==> src/rtl/regfile_pkg.sv <==
// Shared sizing helpers and default dimensions for the regfile_sb register file.
package regfile_pkg;

    localparam int unsigned DEF_DATA_W   = 16;
    localparam int unsigned DEF_NUM_REGS = 16;

    function automatic int unsigned addr_w(input int unsigned n);
        return (n < 2) ? 1 : $clog2(n);
    endfunction

    function automatic int unsigned cnt_w(input int unsigned n);
        return addr_w(n) + 1;
    endfunction

endpackage

==> src/rtl/regfile_scoreboard.sv <==
// Pending-load scoreboard: per-register pending bits, read-port busy flags,
// outstanding-load count and a sticky protocol-error flag.
module regfile_scoreboard
    import regfile_pkg::*;
#(
    parameter int unsigned NUM_REGS = DEF_NUM_REGS,
    parameter bit          R0_ZERO  = 1'b0,
    parameter bit          BYPASS   = 1'b1,
    localparam int unsigned ADDR_W  = addr_w(NUM_REGS),
    localparam int unsigned CNT_W   = cnt_w(NUM_REGS)
) (
    input  logic              clk,
    input  logic              reset,
    input  logic              pend_set,
    input  logic [ADDR_W-1:0] pend_addr,
    input  logic              ld_valid,
    input  logic [ADDR_W-1:0] ld_addr,
    input  logic [ADDR_W-1:0] raddrA,
    input  logic [ADDR_W-1:0] raddrB,
    output logic              busyA,
    output logic              busyB,
    output logic [CNT_W-1:0]  pend_cnt,
    output logic              err
);

    logic [NUM_REGS-1:0] r_pend;
    logic [CNT_W-1:0]    r_cnt;
    logic                r_err;

    logic w_set_vld;
    logic w_clr_vld;
    logic w_same;
    logic w_inc;
    logic w_dec;
    logic w_err_ld;
    logic w_err_set;

    assign w_set_vld = pend_set && !(R0_ZERO && pend_addr == '0);
    assign w_clr_vld = ld_valid && !(R0_ZERO && ld_addr == '0);
    assign w_same    = w_set_vld && w_clr_vld && (pend_addr == ld_addr);

    // A set and a clear of the same bit cancel: the bit stays set, count unchanged.
    assign w_inc     = w_set_vld && !r_pend[pend_addr];
    assign w_dec     = w_clr_vld && r_pend[ld_addr] && !w_same;

    assign w_err_ld  = w_clr_vld && !r_pend[ld_addr];
    assign w_err_set = w_set_vld && r_pend[pend_addr] && !w_same;

    always_ff @(posedge clk) begin
        if (reset) begin
            r_pend <= '0;
            r_cnt  <= '0;
            r_err  <= 1'b0;
        end else begin
            for (int unsigned i = 0; i < NUM_REGS; i++) begin
                if (w_set_vld && pend_addr == ADDR_W'(i)) begin
                    r_pend[i] <= 1'b1;
                end else if (w_clr_vld && ld_addr == ADDR_W'(i)) begin
                    r_pend[i] <= 1'b0;
                end
            end
            if (w_inc && !w_dec) begin
                r_cnt <= r_cnt + CNT_W'(1);
            end else if (w_dec && !w_inc) begin
                r_cnt <= r_cnt - CNT_W'(1);
            end
            if (w_err_ld || w_err_set) begin
                r_err <= 1'b1;
            end
        end
    end

    assign busyA = r_pend[raddrA] && !(BYPASS && ld_valid && ld_addr == raddrA)
                   && !(R0_ZERO && raddrA == '0);
    assign busyB = r_pend[raddrB] && !(BYPASS && ld_valid && ld_addr == raddrB)
                   && !(R0_ZERO && raddrB == '0);

    assign pend_cnt = r_cnt;
    assign err      = r_err;

endmodule

==> src/rtl/regfile_sb.sv <==
// Two-write-port register file (ALU writeback + load return) with optional
// zero register, same-cycle read bypass and a pending-load scoreboard.
module regfile_sb
    import regfile_pkg::*;
#(
    parameter int unsigned DATA_W   = DEF_DATA_W,
    parameter int unsigned NUM_REGS = DEF_NUM_REGS,
    parameter bit          R0_ZERO  = 1'b0,
    parameter bit          BYPASS   = 1'b1,
    localparam int unsigned ADDR_W  = addr_w(NUM_REGS),
    localparam int unsigned CNT_W   = cnt_w(NUM_REGS)
) (
    input  logic              clk,
    input  logic              reset,
    input  logic              wen,
    input  logic [ADDR_W-1:0] waddr,
    input  logic [DATA_W-1:0] wdata,
    input  logic              pend_set,
    input  logic [ADDR_W-1:0] pend_addr,
    input  logic              ld_valid,
    input  logic [ADDR_W-1:0] ld_addr,
    input  logic [DATA_W-1:0] ld_data,
    input  logic [ADDR_W-1:0] raddrA,
    input  logic [ADDR_W-1:0] raddrB,
    output logic [DATA_W-1:0] rdataA,
    output logic [DATA_W-1:0] rdataB,
    output logic              busyA,
    output logic              busyB,
    output logic [CNT_W-1:0]  pend_cnt,
    output logic              err
);

    logic [DATA_W-1:0] r_mem [NUM_REGS];

    logic              w_wen_ok;
    logic              w_ld_ok;
    logic [DATA_W-1:0] w_rdA;
    logic [DATA_W-1:0] w_rdB;

    assign w_wen_ok = wen && !(R0_ZERO && waddr == '0);
    assign w_ld_ok  = ld_valid && !(R0_ZERO && ld_addr == '0);

    // On an address collision the ALU result is younger and wins.
    always_ff @(posedge clk) begin
        if (reset) begin
            for (int unsigned i = 0; i < NUM_REGS; i++) begin
                r_mem[i] <= '0;
            end
        end else begin
            if (w_ld_ok && !(w_wen_ok && waddr == ld_addr)) begin
                r_mem[ld_addr] <= ld_data;
            end
            if (w_wen_ok) begin
                r_mem[waddr] <= wdata;
            end
        end
    end

    always_comb begin
        w_rdA = r_mem[raddrA];
        if (BYPASS) begin
            if (w_wen_ok && waddr == raddrA) begin
                w_rdA = wdata;
            end else if (w_ld_ok && ld_addr == raddrA) begin
                w_rdA = ld_data;
            end
        end
        if (R0_ZERO && raddrA == '0) begin
            w_rdA = '0;
        end
    end

    always_comb begin
        w_rdB = r_mem[raddrB];
        if (BYPASS) begin
            if (w_wen_ok && waddr == raddrB) begin
                w_rdB = wdata;
            end else if (w_ld_ok && ld_addr == raddrB) begin
                w_rdB = ld_data;
            end
        end
        if (R0_ZERO && raddrB == '0) begin
            w_rdB = '0;
        end
    end

    assign rdataA = w_rdA;
    assign rdataB = w_rdB;

    regfile_scoreboard #(
        .NUM_REGS (NUM_REGS),
        .R0_ZERO  (R0_ZERO),
        .BYPASS   (BYPASS)
    ) u_sb (
        .clk       (clk),
        .reset     (reset),
        .pend_set  (pend_set),
        .pend_addr (pend_addr),
        .ld_valid  (ld_valid),
        .ld_addr   (ld_addr),
        .raddrA    (raddrA),
        .raddrB    (raddrB),
        .busyA     (busyA),
        .busyB     (busyB),
        .pend_cnt  (pend_cnt),
        .err       (err)
    );

endmodule
==> config.mk <==
export PLATFORM = sky130hd
export DESIGN_NAME = regfile_sb
export DESIGN_NICKNAME = d
export VERILOG_FILES = /design/src/rtl/regfile_pkg.sv /design/src/rtl/regfile_scoreboard.sv /design/src/rtl/regfile_sb.sv
export SDC_FILE = /design/constraint.sdc
export NUM_CORES = 1
export LEC_CHECK = 0
export ABC_AREA = 1
export CAP_MARGIN = 5
export CORE_UTILIZATION = 35
export CTS_BUF_LIST = sky130_fd_sc_hd__clkbuf_8
export DETAILED_ROUTE_END_ITERATION = 8
export PLACE_DENSITY = 0.54
export SLEW_MARGIN = 10
export SYNTH_ARGS = -nofsm -noshare
export SYNTH_HDL_FRONTEND = slang
export SYNTH_HIERARCHICAL = 1
export SYNTH_SLANG_ARGS = --single-unit
==> constraint.sdc <==
create_clock -name clk -period 3.3 [get_ports clk]
set_input_delay 0.66 -clock clk [delete_from_list [all_inputs] [get_ports clk]]
set_output_delay 0.66 -clock clk [all_outputs]
set_load 0.01 [all_outputs]
---- After elaboration in Yosys (flattened, before gate mapping) ----
Memories as Yosys holds them, arrays and structs flattened.
Index checks and enable logic that the tools add are counted.
Widths: inputs -> output; s select.
word-level totals
  register bits ........................... 22
  output and inout port bits .............. 40
  memories ................................ 1
  input port bits ......................... 57
  bits in writable memories ............... 256
  word-level logic and storage cells ...... 201
memory list
  name   words  bits a word  read ports  clocked after Yosys merged registers in  write ports  line              source
  r_mem  16     16           2           0                                        16           regfile_sb.sv:33  logic [DATA_W-1:0] r_mem [NUM_REGS];
cells by class
  eq/ne operators ......................... 36
  add/sub/neg operators ................... 2
  reduce and logical (&&, ||, !) cells .... 80
  multiplexer cells ....................... 60
  order comparisons ....................... 4
operators by type and width
  cell                 number
  $mux 16              6
  $eq 4x4->1 const B   16
  $logic_and 1x1->1    50
  $mux 1               46
  $reduce_bool 2->1    17
  $eq 4x3->1 const B   8
  $reduce_or 16->1     2
  $eq 4x4->1           6
  $lt 4x5->1 const B   4
  $bmux 1 s4           4
  $eq 4x2->1 const B   4
  $mux 5               2
  $eq 4x1->1 const B   2
  $logic_not 1->1      8
  $logic_not 4->1      2
  $mux 4               2
  $add 5x1->5 const B  1
  $sub 5x1->5 const B  1
  $logic_or 1x1->1     1

---- Longest topological paths before layout ----
Gate-level depths: netlist (run 1).
  depth in word-level cells ............... 9
  mapped depth ............................ 19

---- Cells and area by module ----
Netlist (run 1), hierarchy kept.
modules (own cells, without submodules)
  module              area an instance (um2)  cells each  times used
  regfile_sb          17,966.0                2,560       1
  regfile_scoreboard  1,861.8                 328         1

---- Worst setup path after synthesis (run 1) ----
OpenSTA, ideal clock, no wires.
  path kind ............................... input to register
  start point ............................. in pend_addr[0]
  end point ............................... reg u_sb.r_cnt[4], in the netlist u_sb/pend_cnt[4]
  required time ........................... 3.181 ns
  setup slack ............................. 0.659 ns
  cell stages on the path ................. 18
  buffers on the path ..................... 1
  data arrival time ....................... 2.521 ns
  setup time .............................. 0.119 ns
  cell sequence ........................... inv_1 buf_2 nand2_1 nand2_1 nand2_1 nand2_1 nand2_1 nand2_1 nor3_1 ha_1 inv_1 fa_1 a21oi_1 nor2_1 o21ai_0 nand3_1 o21ai_0 a21oi_1
on the way
  longest elaborated chain between the ends .. 7
  elaborated cells on any way between the ends .. 14
  classes of those cells .................. 1 x eq/ne; 3 x mux; 10 x reduce/logical
ends and longest elaborated chain
  item                                                               line                                                source
  start, declared                                                    regfile_sb.sv:19                                    input logic [ADDR_W-1:0] pend_addr,
  $bmux 1 s4 or $eq 4x4->1 (tied branches)                           regfile_scoreboard.sv:43, regfile_scoreboard.sv:40
  $mux 1 (not written as such) or $logic_and 1x1->1 (tied branches)  regfile_scoreboard.sv:43, regfile_scoreboard.sv:40
  $logic_not 1->1 (on tied branches)                                 regfile_scoreboard.sv:43, regfile_scoreboard.sv:44
  $logic_and 1x1->1 (on tied branches)                               regfile_scoreboard.sv:43, regfile_scoreboard.sv:44
  $logic_not 1->1 (on tied branches)                                 regfile_scoreboard.sv:64, regfile_scoreboard.sv:62
  $logic_and 1x1->1 (on tied branches)                               regfile_scoreboard.sv:64, regfile_scoreboard.sv:62
  $reduce_bool 2->1 (no line) or $mux 5 (tied branches)              -
  end signal, assigned                                               regfile_scoreboard.sv:63                            r_cnt <= r_cnt + CNT_W'(1);
  end signal, assigned                                               regfile_scoreboard.sv:65                            r_cnt <= r_cnt - CNT_W'(1);
  end, declared                                                      regfile_scoreboard.sv:27                            logic [CNT_W-1:0] r_cnt;
Parallel ways exist; a longest one is shown, timed or not. The select of a mux whose other input is x is not followed.
A chain may end at the register's enable or synchronous reset.

---- Worst setup path in the final report (run 1) ----
  start point ............................. in ld_addr[0]
  end point ............................... out rdataA[5]
on the way
  longest elaborated chain between the ends .. 4
ends and longest elaborated chain
  item               line              source
  start, declared    regfile_sb.sv:21  input logic [ADDR_W-1:0] ld_addr,
  $eq 4x4->1         regfile_sb.sv:64  end else if (w_ld_ok && ld_addr == raddrA) begin
  $logic_and 1x1->1  regfile_sb.sv:64
  $mux 16            regfile_sb.sv:64
  $mux 16            regfile_sb.sv:62  if (w_wen_ok && waddr == raddrA) begin
  end, declared      regfile_sb.sv:25  output logic [DATA_W-1:0] rdataA,
No other way between the ends.

==> results of run 1 <==
-- flip-flops by register name, indices dropped and copies added, names as in the netlist --
name,count
u_sb/pend_cnt,5
r_mem,256
u_sb/err,1
u_sb/r_pend,16
-- how the worst min path moves through the flow --
stage,endpoint,start,cells after the start
floorplan,u_sb/r_pend[2],u_sb/r_pend[2],2
global placement,u_sb/pend_cnt[4],u_sb/pend_cnt[4],2
detailed placement,u_sb/pend_cnt[4],u_sb/pend_cnt[4],2
CTS,u_sb/pend_cnt[4],u_sb/pend_cnt[4],2
global route,u_sb/pend_cnt[4],u_sb/pend_cnt[4],2
finish,u_sb/pend_cnt[4],u_sb/pend_cnt[4],2
-- what timing repair did --
item,4_1_cts,5_1_grt
pin swaps,1,0
buffers inserted,2,2
setup endpoints to repair,33,19
cloned,1,2
resized for setup,35,13
-- power by group --
group	leakage (nW)	internal [mW]	switching, mW
Sequential	2.63	4.07	0.0770
Combinational	7.37	0.702	1.39
Clock	0.561	1.54	1.64
Total	10.6	6.31	3.11
-- layout by cell type (no fill, tap or decap), types with 2 or more instances in the layout --
cell | synthesis | layout
buf_4 | 9 | 159
o221ai_1 | 8 | 8
o31ai_1 | 2 | 2
clkinv_1 | 1 | 10
nor2_1 | 131 | 130
dlygate4sd2_1 | 0 | 29
ha_1 | 4 | 4
inv_2 | 6 | 8
nand3_1 | 501 | 501
o21ai_2 | 55 | 55
clkinv_2 | 0 | 5
clkbuf_8 | 0 | 55
inv_1 | 323 | 342
inv_4 | 0 | 2
o2111ai_1 | 2 | 2
nand2_1 | 1032 | 1031
nand3b_1 | 11 | 11
o21ai_1 | 36 | 36
buf_2 | 76 | 3
dfxtp_1 | 22 | 22
o22ai_1 | 5 | 5
xnor2_1 | 3 | 3
inv_6 | 0 | 2
nor2_2 | 17 | 18
clkdlybuf4s50_1 | 0 | 50
clkbuf_16 | 0 | 2
a21oi_1 | 32 | 32
nor3_1 | 10 | 10
o21bai_1 | 4 | 4
o21ai_0 | 197 | 197
clkdlybuf4s15_1 | 0 | 3
dlymetal6s2s_1 | 0 | 7
edfxtp_1 | 256 | 256
nand3_4 | 10 | 10
buf_12 | 1 | 42
xor2_1 | 6 | 6
-- logic make-up (layout without fill, tap and decap cells) --
family	count (synthesis)	count (layout)	share of synthesized area
adder cells (fa/ha/maj)	5	5	0.00353
AND/OR/NAND/NOR	1713	1713	0.368
buffers and inverters	541	723	0.115
XOR/XNOR	9	9	0.00398
AO/OA/AOI/OAI	342	342	0.0999
flip-flops	278	278	0.410
-- area by class of cell --
cell class,count,area [sq um],area share
Multi-Input combinational cell,2069,9430,0.398
Sequential cell,278,8130,0.343
Timing Repair Buffer,298,3020,0.127
Inverter,330,1240,0.0525
Tap cell,748,936,0.0395
Clock buffer,55,757,0.0320
Clock inverter,40,170,0.00719
-- routing by layer --
layer  global-route usage  vias up  wire (um)
met5                    0        -          0
met1                0.385     9979      34600
met2                0.474     1271      38500
met3               0.0502      202       8290
li1                     -     9651          -
met4                0.133        0       3840
-- worst max-delay path, stage by stage --
cell and delay (ns):
clkdlybuf4s50_1 0.48, buf_6 0.14, inv_1 0.07, a21oi_1 0.12, nand3b_1 0.18, buf_4 0.22
clkbuf_16 0.18, nor2_1 0.09, nor2_1 0.05, nand2_1 0.06, nand2_1 0.10, dlygate4sd2_1 0.30
==> results by group, run 1 <==
Timing
  • Worst slew pin tran: between 0.9 and 1 ns
  • Setup ws final: -0.0269 ns
  • Total negative slack: -0.0269 ns
  • Hold slack: around 0.5 ns
  • Fmax: between 0.3 and 0.4 GHz
  • Final Hold Viols: 0
  • Final critical-path share of the clock period: 1.01
  • Unrepaired setup endpoints after global routing: yes
  • Fin. max-slew vios: 0
  • Finish-stage setup viols: 1
  • Clk_skew: roughly 0.014 ns
  • Normalized max-slew margin: 0.393
  • Final min period: roughly 3.3 ns

Critical path
  • CP startpoint: ld_addr[0]
  • CP required: ~2.6 ns
  • Critical Path End Type: output pin
  • Worst path arrival time: 2.67 ns
  • Worst-path fanout max: 12
  • R2r endpoint: u_sb/pend_cnt[4]
  • R2R Setup Slk: ~0.8 ns
  • Critical path destination: rdataA[5]
  • Crit path launch type: primary input
  • R2R cell count: 16
  • Worst r2r src: u_sb/r_pend[4]
  • Critical Setup Path Class: in -> out

GRT
  • Initial antenna violation count: 1
  • Vias in the first global route: about 21,000
  • Global-route wire length before repair: 127,000 um
  • Pin count of the biggest net entering global routing: 38
  • Grt ovf: 0
  • GRT Resource Usage Total: 0.294

Power and ir drop
  • Final Power: around 9.4 mW
  • Power Density: ~400 nW/um^2
  • Maximum vdd drop: between 0.2 and 0.3 mV
  • Leakage: 10.6 nW

Placement
  • Dpl hpwl: around 58,000 um
  • Final Wtd Congestion: between 0.9 and 1
  • Buffers on Ports: 96
  • Placed instance count: 3,716
  • Pre-CTS setup slack: -0.285 ns
  • Area after DPL: approximately 23,000 sq um

Clocking
  • Clock sinks: between 200 and 300
  • Root buf cell: clkbuf_8
  • Worst-Skew Late Latency: ~0.65 ns
  • CTS tree: yes
  • Num CTS Buffers: 53
  • H-tree depth: 2
  • Cts hold-fix bufs: 0
  • Reg clk slew, reported paths: 0.06 ns
  • CTS max path bufs: 3

Routing
  • DRC violations left: 0
  • Via-to-Cell Ratio: roughly 5.5
  • Final WL: 85,100 um
  • Wire length per cell: between 20 and 25 um
  • Router iterations before antenna repair: 7
  • Antenna Nets Post-Route: 0
  • Initial DRC Count: about 2,500
  • Total vias in the final route: 21,103

Synthesis
  • Cell variety after synth: 34
  • Most common flop cell mapped by yosys: edfxtp_1
  • Post-Synthesis Cell Area: about 20,000 sq um
  • Number of synthesized flops with an enable pin: 256
  • Top-count cell post-synth: nand2_1
  • Top post-synthesis cells by count: 1,032 x nand2_1, 501 x nand3_1, 323 x inv_1
  • Post-Syn Instances: 2,888
  • Async S/R FF share, synth: 0
  • Synth Warn #: 6
  • Sequential share of the synthesized area: 0.410
  • Top post-synthesis cells by area: edfxtp_1 39%, nand2_1 20%, nand3_1 13%
  • Mean Syn Cell Area: 6.87 sq um
  • Top-area cell type share of the netlist area: 0.388
  • Leading area contributor after synthesis: edfxtp_1
  • Flops & latches, synth: between 200 and 300
  • Mapped Nets: between 2,000 and 3,000

Die
  • Initial core utilization: 0.357
  • Core ar.: approximately 56,000 sq um
  • Die Height: 240 um
  • Die area: between 50,000 and 60,000 sq um
  • Row Count: between 80 and 90
  • Die extent in x: about 240 um
  • I/O pins: 97

Outcome
  • Status: finished, violations left
  • Failing checks: negative setup slack

Final layout
  • P&R area growth vs syn: 19.4%
  • Post-route cell area: between 20,000 and 25,000 sq um
  • # diodes: 0
  • Nets: a little over 3,000
  • Share of cells above drive strength 1: 0.120
  • Finished Layout Cells: about 3,800
  • Fin util: 0.427
  • FILL cells: around 5,800

Hold path
  • Hold Crit Class: reg -> reg

Flow run
  • Max cap viols: 0
No activity file was read; power rests on OpenSTA's default activity.
==> inputs of run 2 (changes only) <==
CAP_MARGIN = 10   (was 5)
CORE_ASPECT_RATIO = 0.8   (was not set)
==> run 2 against run 1 <==
- the run now ends clean
- setup slack improved by 0.098 ns
- critical path depth is 2 lower
- combinational power hardly changed
- worst hold slack got worse by 0.020 ns
- cell count grew 0.39%
- non-clock buffer count is 16 higher
- largest cell class unchanged
- highest routed layer is now met5
==> results by group, run 2 (synthesis results as in run 1) <==
Outcome
  • Status: finished clean

Power and ir drop
  • Power Density: 392 nW/um^2
  • Maximum vdd drop: ~0.27 mV
  • Leakage: between 10 and 15 nW

GRT
  • Grt ovf: 0
  • Global-route wire length before repair: 124,000 um
  • Pin count of the biggest net entering global routing: 57
  • GRT Resource Usage Total: 0.287
  • Initial antenna violation count: 4
  • Vias in the first global route: between 15,000 and 20,000

Timing
  • Final critical-path share of the clock period: 0.978
  • Clk_skew: ~0.011 ns
  • Fin. max-slew vios: 0
  • Final min period: about 3.2 ns
  • Final Hold Viols: 0
  • Fmax: ~0.31 GHz
  • Normalized max-slew margin: 0.425
  • Worst slew pin tran: 0.862 ns
  • Finish-stage setup viols: 0

Final layout
  • Finished Layout Cells: 3,833
  • Max FFs per register: approximately 260
  • P&R area growth vs syn: 21.1%
  • Nets: 3,106
  • # diodes: 0
  • Post-route cell area: 24,000 sq um
  • Reg with most FFs: r_mem
  • Share of cells above drive strength 1: 0.131
  • Commonest cells after routing, fill and taps aside: 1,032 x nand2_1, 501 x nand3_1, 335 x inv_1, 256 x edfxtp_1, 197 x o21ai_0
  • Commonest non-fill, non-tap cell in the layout: nand2_1

Clocking
  • CTS tree: yes
  • Worst-Skew Late Latency: roughly 0.66 ns
  • Num CTS Buffers: 51
  • Clock sinks: about 280
  • Reg clk slew, reported paths: 0.06 ns
  • CTS max path bufs: 3
  • Root buf cell: clkbuf_8
  • Cts hold-fix bufs: 0
  • H-tree depth: 2

Critical path
  • Cell depth of the worst setup path: 10
  • R2R Setup Slk: between 0.8 and 0.9 ns
  • Worst path cell trace: buf_2, inv_2, buf_12, nand3_1, nand3_1, nand3_1, nand3_1, nand2_1, nand2_1, clkdlybuf4s50_1
  • Worst path slowest cell: clkdlybuf4s50_1
  • Crit path launch type: primary input
  • Critical Path End Type: output pin
  • Max stage delay on crit path: 0.56 ns
  • Critical Setup Path Class: in -> out
  • Worst path arrival time: around 2.6 ns
  • CP required: between 2 and 3 ns
  • R2R cell count: 16
  • Worst-path fanout max: 37
  • CP dominant cell by count: nand3_1
  • Top delay family on crit path: buffers and inverters
  • Worst path bufs/invs: 4

Flow run
  • Max cap viols: 0

Placement
  • Area after DPL: around 23,000 sq um
  • Placed instance count: 3,733
  • Buffers on Ports: 96
  • Final Wtd Congestion: approximately 0.9
  • Dpl hpwl: 58,800 um

Routing
  • Router iterations before antenna repair: 6
  • Antenna Nets Post-Route: 0
  • Via-to-Cell Ratio: approximately 5.4
  • Initial DRC Count: between 2,000 and 2,500
  • Final WL: around 83,000 um
  • DRC violations left: 0
  • Wire length per cell: ~22 um
  • Total vias in the final route: roughly 21,000

Die
  • Core ar.: approximately 56,000 sq um
  • Die area: approximately 58,000 sq um
  • I/O pins: 97
  • Row Count: 77
  • Initial core utilization: 0.357
  • Die Height: around 210 um
  • Die extent in x: 268 um

Hold path
  • Hold Crit Class: reg -> reg
  • Worst Hold Path Cells: 2
run 2: cell types whose count changed in the layout (fill, tap and decap cells not counted), moves of 5 or more:
cell and delta:
dlygate4sd2_1 -15, buf_12 +11, dlymetal6s2s_1 +13, clkinv_1 -5, clkinv_2 +6, inv_1 -7
run 2: where the power goes:
group	internal, mW	leakage (nW)	switching [mW]
Combinational	0.728	7.60	1.37
Clock	1.52	0.559	1.65
Sequential	4.07	2.63	0.0807
Total	6.32	10.8	3.10
run 2: area by class of cell:
| class | instances | area [sq um] |
|---|---|---|
| flip-flops and latches | 278 | 8130 |
| clock inverters | 38 | 176 |
| inverters | 330 | 1250 |
| clock buffers | 54 | 743 |
| multi-input cells | 2069 | 9470 |
| fillers | 5662 | 31600 |
| well taps | 750 | 938 |
| repair buffers | 314 | 3300 |
run 2: worst reg2reg max path, delay by kind of cell (launching register included):
kind | cells | cell delay, ns
fa+ha+maj | 2 | 0.60
flops | 1 | 0.39
compound gates | 5 | 0.72
buf+inv | 1 | 0.09
simple gates | 8 | 0.57
run 2: path summary, 6_finish.rpt:
path,startpoint,endpoint
max reg2reg,u_sb/r_pend[15],u_sb/pend_cnt[4]
max,raddrA[1],rdataA[4]
min reg2reg,u_sb/pend_cnt[4],u_sb/pend_cnt[4]
min,u_sb/pend_cnt[4],u_sb/pend_cnt[4]
run 2: repair_timing:
item / in CTS / in global routing
resized for setup: 27 / 41
pin swaps: 1 / 2
gates cloned: 1 / 1
setup buffers: 5 / 1
endpoints found under the setup margin: 34 / 28
run 2: layer usage:
metal | routed length [um] | GRT usage
met1 | 35900 | 0.403
met4 | 2720 | 0.103
met5 | 111 | 0
met2 | 37100 | 0.443
met3 | 7390 | 0.0435
run 2: through the flow:
step           hold slack (ns)  setup TNS (ns)   util  power (mW)  setup slack [ns]
6_report                 0.476               0  0.432        9.42            0.0714
5_1_grt                  0.512        -0.00318  0.432        9.79          -0.00318
4_1_cts                  0.477               0  0.430        9.44          0.000533
3_5_place_dp             0.466           -5.60  0.412        6.30            -0.278
3_3_place_gp             0.450           -5.42  0.412        6.28            -0.273
2_1_floorplan            0.476               0      -        5.30             0.659
==> inputs of run 3 (changes only) <==
PLACE_DENSITY = 0.58   (was 0.54)
==> run 3 against run 2 <==
- total power grew 0.88%
- final area shrank 0.31%
- global-route usage up 0.52 points
==> results by group, run 3 (synthesis results as in run 1) <==
Outcome
  • Status: finished clean

Timing
  • Final Hold Viols: 0
  • Fmax: 0.307 GHz
  • Fin. max-slew vios: 0
  • Finish-stage setup viols: 0
  • Worst slew pin tran: ~0.8 ns
  • Normalized max-slew margin: 0.463
  • Final critical-path share of the clock period: 0.986
  • Final min period: approximately 3.3 ns
  • Clk_skew: 0.0303 ns

Final layout
  • Fin util: 0.431
  • Max FFs per register: roughly 260
  • Finished Layout Cells: about 3,800
  • Area of the multi-input gates: about 9400 sq um
  • # diodes: 0
  • Register area: around 8000 sq um
  • FILL cells: 5,681
  • Commonest non-fill, non-tap cell in the layout: nand2_1
  • Nets: 3,105
  • Share of cells above drive strength 1: 0.131
  • Commonest cells after routing, fill and taps aside: 1,031 x nand2_1, 501 x nand3_1, 322 x inv_1, 256 x edfxtp_1, 197 x o21ai_0
  • Reg with most FFs: r_mem
  • P&R area growth vs syn: 20.7%

GRT
  • Pin count of the biggest net entering global routing: between 40 and 50
  • Vias in the first global route: roughly 20,000
  • Grt ovf: 0
  • Global-route wire length before repair: between 100,000 and 150,000 um
  • Initial antenna violation count: 1
  • GRT Resource Usage Total: 0.292

Critical path
  • Max stage delay on crit path: 0.47 ns
  • Worst-path fanout max: 8
  • Critical Setup Path Class: in -> out
  • Worst path arrival time: between 2 and 3 ns
  • Worst path cell trace: clkdlybuf4s50_1, buf_6, inv_2, a21oi_2, nand3b_1, buf_4, clkbuf_16, nand3_1, nand2_1, nand2_1, dlygate4sd2_1
  • Top delay family on crit path: buffers and inverters
  • R2R Setup Slk: slightly below 0.7 ns
  • Worst path slowest cell: clkdlybuf4s50_1
  • R2r endpoint: u_sb/pend_cnt[4]
  • Worst path bufs/invs: 6
  • Crit path launch type: primary input
  • R2R cell count: 17
  • CP required: 2.64 ns
  • Worst r2r src: u_sb/r_pend[11]
  • CP dominant cell by count: nand2_1
  • CP startpoint: ld_addr[0]
  • Critical Path End Type: output pin

Routing
  • Router iterations before antenna repair: 7
  • Final WL: 85,200 um
  • DRC violations left: 0
  • Antenna Nets Post-Route: 0
  • Wire length per cell: ~22 um
  • Initial DRC Count: about 2,900
  • Via-to-Cell Ratio: around 5.5
  • Total vias in the final route: between 20,000 and 25,000

Power and ir drop
  • Power Density: roughly 400 nW/um^2
  • Sw Share: 0.330
  • Int Power: approximately 6.4 mW
  • Seq pwr share: 0.437
  • Maximum vdd drop: 0.241 mV
  • Leakage: approximately 11 nW
  • Logic pwr share: 0.219
  • Clk pwr share: 0.344
  • Switching power: 3.13 mW

Hold path
  • Worst Hold Path Cells: 2
  • Hold_sp: u_sb/pend_cnt[4]
  • Worst Hold End: u_sb/pend_cnt[4]
  • Hold Crit Class: reg -> reg

Flow run
  • Max cap viols: 0

Clocking
  • Worst-Skew Late Latency: roughly 0.67 ns
  • Num CTS Buffers: 50
  • Reg clk slew, reported paths: around 0.070 ns
  • Cts hold-fix bufs: 0
  • Root buf cell: clkbuf_8
  • CTS max path bufs: 3
  • CTS tree: yes
  • Clock sinks: 278
  • H-tree depth: 2

Placement
  • Buffers on Ports: between 90 and 100
  • Dpl hpwl: between 50,000 and 60,000 um
  • Placed instance count: roughly 3,700
  • Final Wtd Congestion: between 0.9 and 1

Die
  • Die Height: 215 um
  • I/O pins: 97
  • Initial core utilization: 0.357
  • Row Count: 77
  • Die area: about 58,000 sq um
  • Core ar.: ~56,000 sq um
  • Die extent in x: 268 um
[run 3: cell types whose count changed in the layout (fill, tap and decap cells not counted), moves of 4 or more]
cell,change
clkinv_1,+8
nor2_2,-4
dlygate4sd2_1,+12
dlymetal6s2s_1,-15
o22ai_1,+4
nor2_1,+4
clkinv_2,+5
o22ai_2,-4
inv_1,-13
[run 3: worst max-delay path by stage]
stage | end | slack, ns | cells after the start
final | rdataB[3] | 0.05 | 11
after floorplan | u_sb/pend_cnt[4] | 0.66 | 18
after global placement | rdataB[2] | -0.20 | 12
after CTS | rdataA[9] | 0.006 | 13
after detailed placement | u_sb/pend_cnt[4] | -0.24 | 20
after global routing | rdataA[12] | -0.004 | 13
[run 3: worst reg2reg max path, delay by kind of cell, from the launching register on]
family,cells,cell delay [ns]
adder cells (fa/ha/maj),2,0.48
buffers and inverters,2,0.30
flip-flops,1,0.55
AND/OR/NAND/NOR,8,0.60
AO/OA/AOI/OAI,5,0.61
[run 3: area by class of cell]
| class | instances | area share |
|---|---|---|
| clock buffer | 53 | 0.0305 |
| clock inverter | 39 | 0.00904 |
| inverter | 330 | 0.0521 |
| multi-input combinational | 2069 | 0.395 |
| sequential | 278 | 0.340 |
| tap | 750 | 0.0392 |
| timing repair buffer | 314 | 0.135 |
[run 3: per-stage QoR]
| stage | TNS, ns | setup WS, ns | power (mW) | area [sq um] | hold WS (ns) |
|---|---|---|---|---|---|
| finish | 0 | 0.0455 | 9.50 | 23900 | 0.490 |
| floorplan | 0 | 0.659 | 5.30 | 19800 | 0.476 |
| CTS | 0 | 0.00569 | 9.49 | 23900 | 0.488 |
| global placement | -4.82 | -0.202 | 6.27 | 22900 | 0.458 |
| global route | -0.00354 | -0.00354 | 9.85 | 23900 | 0.545 |
| detailed placement | -5.58 | -0.241 | 6.29 | 22900 | 0.471 |
[run 3: power groups by stage]
stage	Clock, mW	Combinational (mW)	Sequential (mW)
after floorplan	0	1.10	4.20
after global placement	0	2.05	4.22
after detailed placement	0	2.07	4.23
after CTS	3.30	2.04	4.15
after global routing	3.43	2.25	4.17
final	3.27	2.08	4.16
[run 3: timing repair]
action                     4_1_cts  5_1_grt
setup buffers                    1        4
setup endpoints to repair       32       23
pin swaps                        1        2
resized for setup               46       19
gates cloned                     0        1
[run 3: metal layers]
layer | GRT usage | routed length (um) | share of wire | up-vias
li1 | - | - | - | 9680
met1 | 0.401 | 35300 | 0.41 | 9840
met2 | 0.440 | 36300 | 0.43 | 1392
met3 | 0.0552 | 9470 | 0.11 | 251
met4 | 0.134 | 4120 | 0.048 | 2
met5 | 0 | 18 | 0.00021 | -
